<file path="src/rtl/alu_cmd_sequencer_if.sv">
// alu_cmd_sequencer_if
//   Bundles the sequencer's three buses:
//     - the byte-serial command stream (cmd_data, cmd_valid, cmd_ready)
//     - the combinational ALU operand/result bus (alu_a, alu_b, alu_sel,
//       alu_result, alu_carry)
//     - the response stream (rsp_data, rsp_carry, rsp_valid, rsp_ready)
//   master : the sequencer's view of these buses
//   slave  : the view of the command source, the ALU and the response sink
interface alu_cmd_sequencer_if;
    logic [7:0] cmd_data;
    logic       cmd_valid;
    logic       cmd_ready;
    logic [7:0] alu_a;
    logic [7:0] alu_b;
    logic [2:0] alu_sel;
    logic [7:0] alu_result;
    logic       alu_carry;
    logic [7:0] rsp_data;
    logic       rsp_carry;
    logic       rsp_valid;
    logic       rsp_ready;

    modport master (
        input  cmd_data, cmd_valid, alu_result, alu_carry, rsp_ready,
        output cmd_ready, alu_a, alu_b, alu_sel, rsp_data, rsp_carry, rsp_valid
    );

    modport slave (
        output cmd_data, cmd_valid, alu_result, alu_carry, rsp_ready,
        input  cmd_ready, alu_a, alu_b, alu_sel, rsp_data, rsp_carry, rsp_valid
    );
endinterface

</file>
<file path="src/rtl/alu_cmd_sequencer.sv">
// alu_cmd_sequencer
//   Byte-serial initiator for an 8-bit combinational ALU. It collects an opcode
//   byte plus up to two operand bytes, holds registered operands and the select
//   on the ALU inputs, samples the result and carry for one cycle, and returns
//   them on the response stream. The accumulator keeps the last result, so a
//   CHAIN opcode can use it as operand A without resending it.
//   Opcode byte: [2:0] sel, [3] CHAIN (A := acc), [4] UNARY (B := 0), [7:5] unused.
// Ports
//   clk, rst_n : clock; asynchronous active-low reset
//   bus        : command stream, ALU bus and response stream (master side)
//   acc        : accumulator, the last result
//   op_count   : number of executed operations, wraps at 8 bits
module alu_cmd_sequencer #(
    parameter logic [7:0] ACC_RESET = 8'h00
) (
    input  logic                       clk,
    input  logic                       rst_n,
    alu_cmd_sequencer_if.master        bus,
    output logic [7:0]                 acc,
    output logic [7:0]                 op_count
);

    typedef enum logic [2:0] {IDLE, GET_A, GET_B, EXEC, RESP} state_t;

    state_t     state, next_state;
    logic       cmd_ready_q;
    logic [7:0] alu_a_q, alu_b_q;
    logic [2:0] alu_sel_q;
    logic [7:0] rsp_data_q;
    logic       rsp_carry_q, rsp_valid_q;
    logic       unary_q;            // UNARY flag carried from IDLE into GET_A

    logic       cmd_fire;
    logic       op_chain, op_unary;
    logic       ld_op, ld_a_acc, ld_a_byte, ld_b_byte, ld_b_zero, do_exec, rsp_take;

    logic       unused_opcode_bits;
    assign unused_opcode_bits = &{1'b0, bus.cmd_data[7:5]};

    assign cmd_fire = bus.cmd_valid & cmd_ready_q;
    assign op_chain = bus.cmd_data[3];
    assign op_unary = bus.cmd_data[4];

    // State register
    always_ff @(posedge clk or negedge rst_n) begin
        if (!rst_n) state <= IDLE;
        else        state <= next_state;
    end

    // Next-state logic
    always_comb begin
        next_state = state;
        case (state)
            IDLE:  if (cmd_fire) begin
                       if (!op_chain)      next_state = GET_A;
                       else if (!op_unary) next_state = GET_B;
                       else                next_state = EXEC;
                   end
            GET_A: if (cmd_fire) next_state = unary_q ? EXEC : GET_B;
            GET_B: if (cmd_fire) next_state = EXEC;
            EXEC:  next_state = RESP;
            RESP:  if (bus.rsp_ready) next_state = IDLE;
            default: next_state = IDLE;
        endcase
    end

    // Output / load-enable decode
    always_comb begin
        ld_op     = (state == IDLE)  && cmd_fire;
        ld_a_acc  = ld_op && op_chain;
        ld_a_byte = (state == GET_A) && cmd_fire;
        ld_b_byte = (state == GET_B) && cmd_fire;
        ld_b_zero = (ld_a_acc && op_unary) || (ld_a_byte && unary_q);
        do_exec   = (state == EXEC);
        rsp_take  = (state == RESP) && bus.rsp_ready;
    end

    // Datapath registers. cmd_ready is looked up from next_state so that it
    // is a flop yet already correct in the cycle the state is entered.
    always_ff @(posedge clk or negedge rst_n) begin
        if (!rst_n) begin
            cmd_ready_q <= 1'b0;
            alu_a_q     <= 8'h00;
            alu_b_q     <= 8'h00;
            alu_sel_q   <= 3'b000;
            unary_q     <= 1'b0;
            rsp_data_q  <= 8'h00;
            rsp_carry_q <= 1'b0;
            rsp_valid_q <= 1'b0;
            acc         <= ACC_RESET;
            op_count    <= 8'h00;
        end else begin
            cmd_ready_q <= (next_state == IDLE) || (next_state == GET_A) ||
                           (next_state == GET_B);
            if (ld_op) begin
                alu_sel_q <= bus.cmd_data[2:0];
                unary_q   <= op_unary;
            end
            if (ld_a_acc)       alu_a_q <= acc;
            else if (ld_a_byte) alu_a_q <= bus.cmd_data;
            if (ld_b_zero)      alu_b_q <= 8'h00;
            else if (ld_b_byte) alu_b_q <= bus.cmd_data;
            if (do_exec) begin
                rsp_data_q  <= bus.alu_result;
                rsp_carry_q <= bus.alu_carry;
                rsp_valid_q <= 1'b1;
                acc         <= bus.alu_result;
                op_count    <= op_count + 8'h01;
            end else if (rsp_take) begin
                rsp_valid_q <= 1'b0;
            end
        end
    end

    assign bus.cmd_ready = cmd_ready_q;
    assign bus.alu_a     = alu_a_q;
    assign bus.alu_b     = alu_b_q;
    assign bus.alu_sel   = alu_sel_q;
    assign bus.rsp_data  = rsp_data_q;
    assign bus.rsp_carry = rsp_carry_q;
    assign bus.rsp_valid = rsp_valid_q;

endmodule

</file>
<file path="src/flat_wrapper.sv">
// flat-port wrapper written by rule: the top's interface ports become plain ports
module alu_cmd_sequencer_flat 
#(
    parameter logic [7:0] ACC_RESET = 8'h00
)
  (clk, rst_n, acc, op_count, bus_cmd_data, bus_cmd_valid, bus_alu_result, bus_alu_carry, bus_rsp_ready, bus_cmd_ready, bus_alu_a, bus_alu_b, bus_alu_sel, bus_rsp_data, bus_rsp_carry, bus_rsp_valid);
  alu_cmd_sequencer_if bus_i ();
  input  logic clk;
  input  logic rst_n;
  output logic [7:0] acc;
  output logic [7:0] op_count;
  input wire logic [$bits(bus_i.cmd_data)-1:0] bus_cmd_data;
  input wire logic [$bits(bus_i.cmd_valid)-1:0] bus_cmd_valid;
  input wire logic [$bits(bus_i.alu_result)-1:0] bus_alu_result;
  input wire logic [$bits(bus_i.alu_carry)-1:0] bus_alu_carry;
  input wire logic [$bits(bus_i.rsp_ready)-1:0] bus_rsp_ready;
  output wire logic [$bits(bus_i.cmd_ready)-1:0] bus_cmd_ready;
  output wire logic [$bits(bus_i.alu_a)-1:0] bus_alu_a;
  output wire logic [$bits(bus_i.alu_b)-1:0] bus_alu_b;
  output wire logic [$bits(bus_i.alu_sel)-1:0] bus_alu_sel;
  output wire logic [$bits(bus_i.rsp_data)-1:0] bus_rsp_data;
  output wire logic [$bits(bus_i.rsp_carry)-1:0] bus_rsp_carry;
  output wire logic [$bits(bus_i.rsp_valid)-1:0] bus_rsp_valid;
  assign bus_i.cmd_data = bus_cmd_data;
  assign bus_i.cmd_valid = bus_cmd_valid;
  assign bus_i.alu_result = bus_alu_result;
  assign bus_i.alu_carry = bus_alu_carry;
  assign bus_i.rsp_ready = bus_rsp_ready;
  assign bus_cmd_ready = bus_i.cmd_ready;
  assign bus_alu_a = bus_i.alu_a;
  assign bus_alu_b = bus_i.alu_b;
  assign bus_alu_sel = bus_i.alu_sel;
  assign bus_rsp_data = bus_i.rsp_data;
  assign bus_rsp_carry = bus_i.rsp_carry;
  assign bus_rsp_valid = bus_i.rsp_valid;
  alu_cmd_sequencer #(.ACC_RESET(ACC_RESET)) u_core (.clk(clk), .rst_n(rst_n), .bus(bus_i), .acc(acc), .op_count(op_count));
endmodule
</file>
<file path="config.mk">
export PLATFORM = sky130hd
export DESIGN_NAME = alu_cmd_sequencer_flat
export DESIGN_NICKNAME = d
export VERILOG_FILES = /design/src/rtl/alu_cmd_sequencer_if.sv /design/src/rtl/alu_cmd_sequencer.sv /design/src/flat_wrapper.sv
export SDC_FILE = /design/constraint.sdc
export NUM_CORES = 1
export LEC_CHECK = 0
export ABC_AREA = 1
export BUFFER_PORTS_ARGS = -buffer_cell sky130_fd_sc_hd__buf_2
export CORE_MARGIN = 5
export CORE_UTILIZATION = 45
export CTS_CLUSTER_SIZE = 25
export DETAILED_ROUTE_END_ITERATION = 10
export PLACE_DENSITY = 0.76
export REMOVE_ABC_BUFFERS = 1
export SLEW_MARGIN = 30
export SYNTH_ARGS = -nofsm -noshare
export SYNTH_HDL_FRONTEND = slang
export SYNTH_SLANG_ARGS = --single-unit
</file>
<file path="constraint.sdc">
create_clock -name clk -period 1.3 [get_ports clk]
set_clock_uncertainty 0.05 [all_clocks]
set_input_delay 0 -clock clk [delete_from_list [all_inputs] [get_ports clk]]
set_output_delay 0 -clock clk [all_outputs]
set_load 0.01 [all_outputs]
</file>
==> results.sh <==
export IMPL_cts_max_path_buffers=2
export IMPL_min_period_ns=1.303
export IMPL_grt_pass1_vias=1866
export IMPL_port_buffers=66
export IMPL_min_period_over_period=1.002
export IMPL_path_buf_inv=3
export IMPL_outcome="finished, violations left"
export IMPL_drt_initial_drc_count=84
export IMPL_end_kind="flop"
export IMPL_viasPerCell=4.837
export IMPL_finalNetCount=361
export IMPL_relSlewSlack=0.6419
export IMPL_dp_hpwl_um=3524
export IMPL_drive_gt1_frac=0.3471
export IMPL_cp_max_fo=9
export IMPL_synth_flop_cell="dfrtp_1"
export IMPL_pre_cts_slack_ns=-0.03176
export IMPL_grt_max_degree=23
export IMPL_cp_arrival_ns=1.44
export IMPL_grt_pass1_wl_um=8618
export IMPL_layout_cells_non_filler=392
export IMPL_seq_area_frac_synth=0.5300
export IMPL_drc_errors=0
export IMPL_powerDensity_mw_per_mm2=2079
export IMPL_worst_hold_path_endpoint="u_core.bus.alu_b[3]$_DFFE_PN0P_"
export IMPL_violations="setup timing"
export IMPL_fp_dieArea_mm2=0.005835
export IMPL_grt_antenna_before_repair=0
export IMPL_hold_path_class="in2reg"
export IMPL_ant_nets=0
export IMPL_synthDistinctLibCells=19
export IMPL_r2r_end="u_core.bus.alu_b[3]$_DFFE_PN0P_"
export IMPL_start_kind="flop"
export IMPL_async_flop_share=1.000
export IMPL_fin_area_mm2=0.002836
export IMPL_dp_cells=362
export IMPL_layout_cells_most_common_list="92 x nand2_1, 66 x buf_2, 40 x dfrtp_1"
export IMPL_h_tree_depth=2
export IMPL_hp_start="bus_cmd_data[3]"
export IMPL_ys_top_cells_by_area="dfrtp_1 53%, nand2_1 18%, nand3_1 6.6%, inv_1 4.4%, buf_4 3.4%"
export IMPL_die_x_um=76.39
export IMPL_gp_congestion=0.8441
export IMPL_cpPeakStageDelay_ns=0.42
export IMPL_final_common_cell="nand2_1"
export IMPL_synth_edf_count=0
export IMPL_worstHoldPathCells=5
export IMPL_track_usage=0.1810
export IMPL_yosys_warnings=0
export IMPL_worst_path_most_repeated_cell="nand2_1"
export IMPL_grt_use_met3=0.04137
export IMPL_peakVddDrop_v=0.001156
export IMPL_drt_wirelength_per_cell_um=13.25
export IMPL_ys_ff_latch=42
export IMPL_cp_required_ns=1.43
export IMPL_path_class="reg2reg"
export IMPL_setup_viol=1
export IMPL_power_leakage_nw=1.583
export IMPL_hold_viol=0
export IMPL_initial_core_util=0.4586
export IMPL_fmax_mhz=767.7
export IMPL_rr_startpoint="u_core.state[2]$_DFF_PN0_"
export IMPL_num_io_pins=67
export IMPL_synth_area_mm2=0.001983
export IMPL_rsz0062_at_grt="yes"
export IMPL_synth_area_per_cell_um2=8.298
export IMPL_met2_usage=0.3108
export IMPL_fp_dieH_um=76.39
export IMPL_path_delay_family="simple AND/OR/NAND/NOR gates"
export IMPL_numCtsBuffers=5
export IMPL_reg2reg_setup_slack_ns=-0.003
export IMPL_cts_sinks=42
export IMPL_synth_top_area_frac=0.5300
export IMPL_synthCells=239
export IMPL_worst_slack_ns=-0.002567
export IMPL_wirelength_um=5195
export IMPL_critPathSlowestCell="dfrtp_1"
export IMPL_synthToLayoutAreaGrowth_pct=43.03
export IMPL_antennaDiodeCount=0
export IMPL_clk_pin_slew_ns=0.08
export IMPL_synth_area_leader_cell="dfrtp_1"
export IMPL_row_count=24
export IMPL_placed_area_mm2=0.002429
export IMPL_drv_cap=0
export IMPL_clkLatencyLatePin_ns=0.29
export IMPL_cts_root_buffer="clkbuf_8"
export IMPL_worst_pin_slew_ns=0.5372
export IMPL_slew_viol_final=0
export IMPL_reg2regPathDepth=8
export IMPL_overflow=0
export IMPL_busiest_layer="met2"
export IMPL_via_count=1896
export IMPL_core_mm2=0.004324
export IMPL_first_pass_iters=4
export IMPL_crit_chain="inv_4 -> nand3_4 -> nor2_4 -> inv_2 -> nand2_1 -> nand2_1 -> inv_1 -> nor2_1"
export IMPL_cts_tree="yes"
export IMPL_use_met1=0.2183
==> cell usage after synthesis (3+ instances only) <==
cell type and count:
inv_1 23, nor2_1 13, nor2_4 4, nand2_2 4, o21ai_0 7, dfrtp_1 42
buf_4 9, nand2_1 94, nand3_1 26, xnor2_1 3, inv_2 3
==> metal layers <==
metal	vias up	wire length [um]
li1	927	-
met1	896	2129
met2	58	2674
met4	0	141
met3	15	250
met5	-	0
==> worst max-delay path by stage <==
stage                              start                              end  slack (ns)  cells past startpoint
6_report       u_core.state[2]$_DFF_PN0_  u_core.bus.alu_b[3]$_DFFE_PN0P_      -0.003                      8
5_1_grt        u_core.state[2]$_DFF_PN0_  u_core.bus.alu_b[2]$_DFFE_PN0P_        -0.1                      8
4_1_cts        u_core.state[1]$_DFF_PN0_  u_core.bus.alu_b[7]$_DFFE_PN0P_        0.01                      8
3_5_place_dp   u_core.state[0]$_DFF_PN0_  u_core.bus.alu_a[3]$_DFFE_PN0P_       -0.03                      6
3_3_place_gp   u_core.state[0]$_DFF_PN0_  u_core.bus.alu_b[5]$_DFFE_PN0P_       0.008                      6
2_1_floorplan  u_core.state[2]$_DFF_PN0_   u_core.op_count[4]$_DFFE_PN0P_      -0.003                      5
==> power by group <==
group / leakage [nW] / switching [W] / internal, W
Combinational: 1.01 / 0.00152 / 0.00124
Clock: 0.0482 / 0.000424 / 0.000428
Sequential: 0.524 / 0.000437 / 0.00185
Total: 1.58 / 0.00238 / 0.00351
==> per-stage QoR <==
step	utilization	hold slack [ns]	setup TNS, ns	total power (W)
after detailed placement	0.5616	-0.04192	-0.2064	0.004728
after global placement	0.5616	-0.04578	0	0.004657
after CTS	0.6412	0.01478	0	0.005774
final	0.6560	0.03757	-0.002567	0.005897
after floorplan	-	-0.3456	-0.005605	0.003580
after global routing	0.6560	0.06679	-1.228	0.006353
==> registers in the layout, summed over array words and instances, names as in the netlist <==
signal and cells:
u_core.op_count 8, u_core.bus.alu_b 8, u_core.bus.rsp_valid 1, u_core.unary_q 1, u_core.bus.alu_sel 3, u_core.bus.rsp_carry 1, u_core.bus.rsp_data 8, u_core.bus.cmd_ready 1
u_core.bus.alu_a 8, u_core.state 3
==> area by class of cell <==
class	count	area (um^2)
clock inverter	1	5.005
inverter	26	100.1
fill	352	1488
sequential	42	1054
multi-input combinational	160	817.0
timing repair buffer	104	709.4
tap	52	65.06
clock buffer	7	86.33
==> what timing repair did <==
item	CTS	global route
hold buffers	18	0
setup endpoints to repair	13	23
hold endpoints to repair	51	0
setup buffers	2	2
gates resized for setup	8	15
pin swaps	3	3
==> worst register-to-register path, stage by stage, from the launching register on <==
cell and delay, ns:
dfrtp_1 0.42, inv_4 0.13, nand3_4 0.10, nor2_4 0.17, inv_2 0.12, nand2_1 0.09
nand2_1 0.05, inv_1 0.04, nor2_1 0.03
==> cell families (layout without fill, tap and decap cells) <==
family,count (synthesis),after routing,synth area share
simple gates,147,147,0.3331
flops,42,42,0.5300
buf+inv,37,138,0.09085
compound gates,7,7,0.01766
xor+xnor,5,5,0.02209
fa+ha+maj,1,1,0.006308
Note: power is estimated with default switching activity, not from simulation.
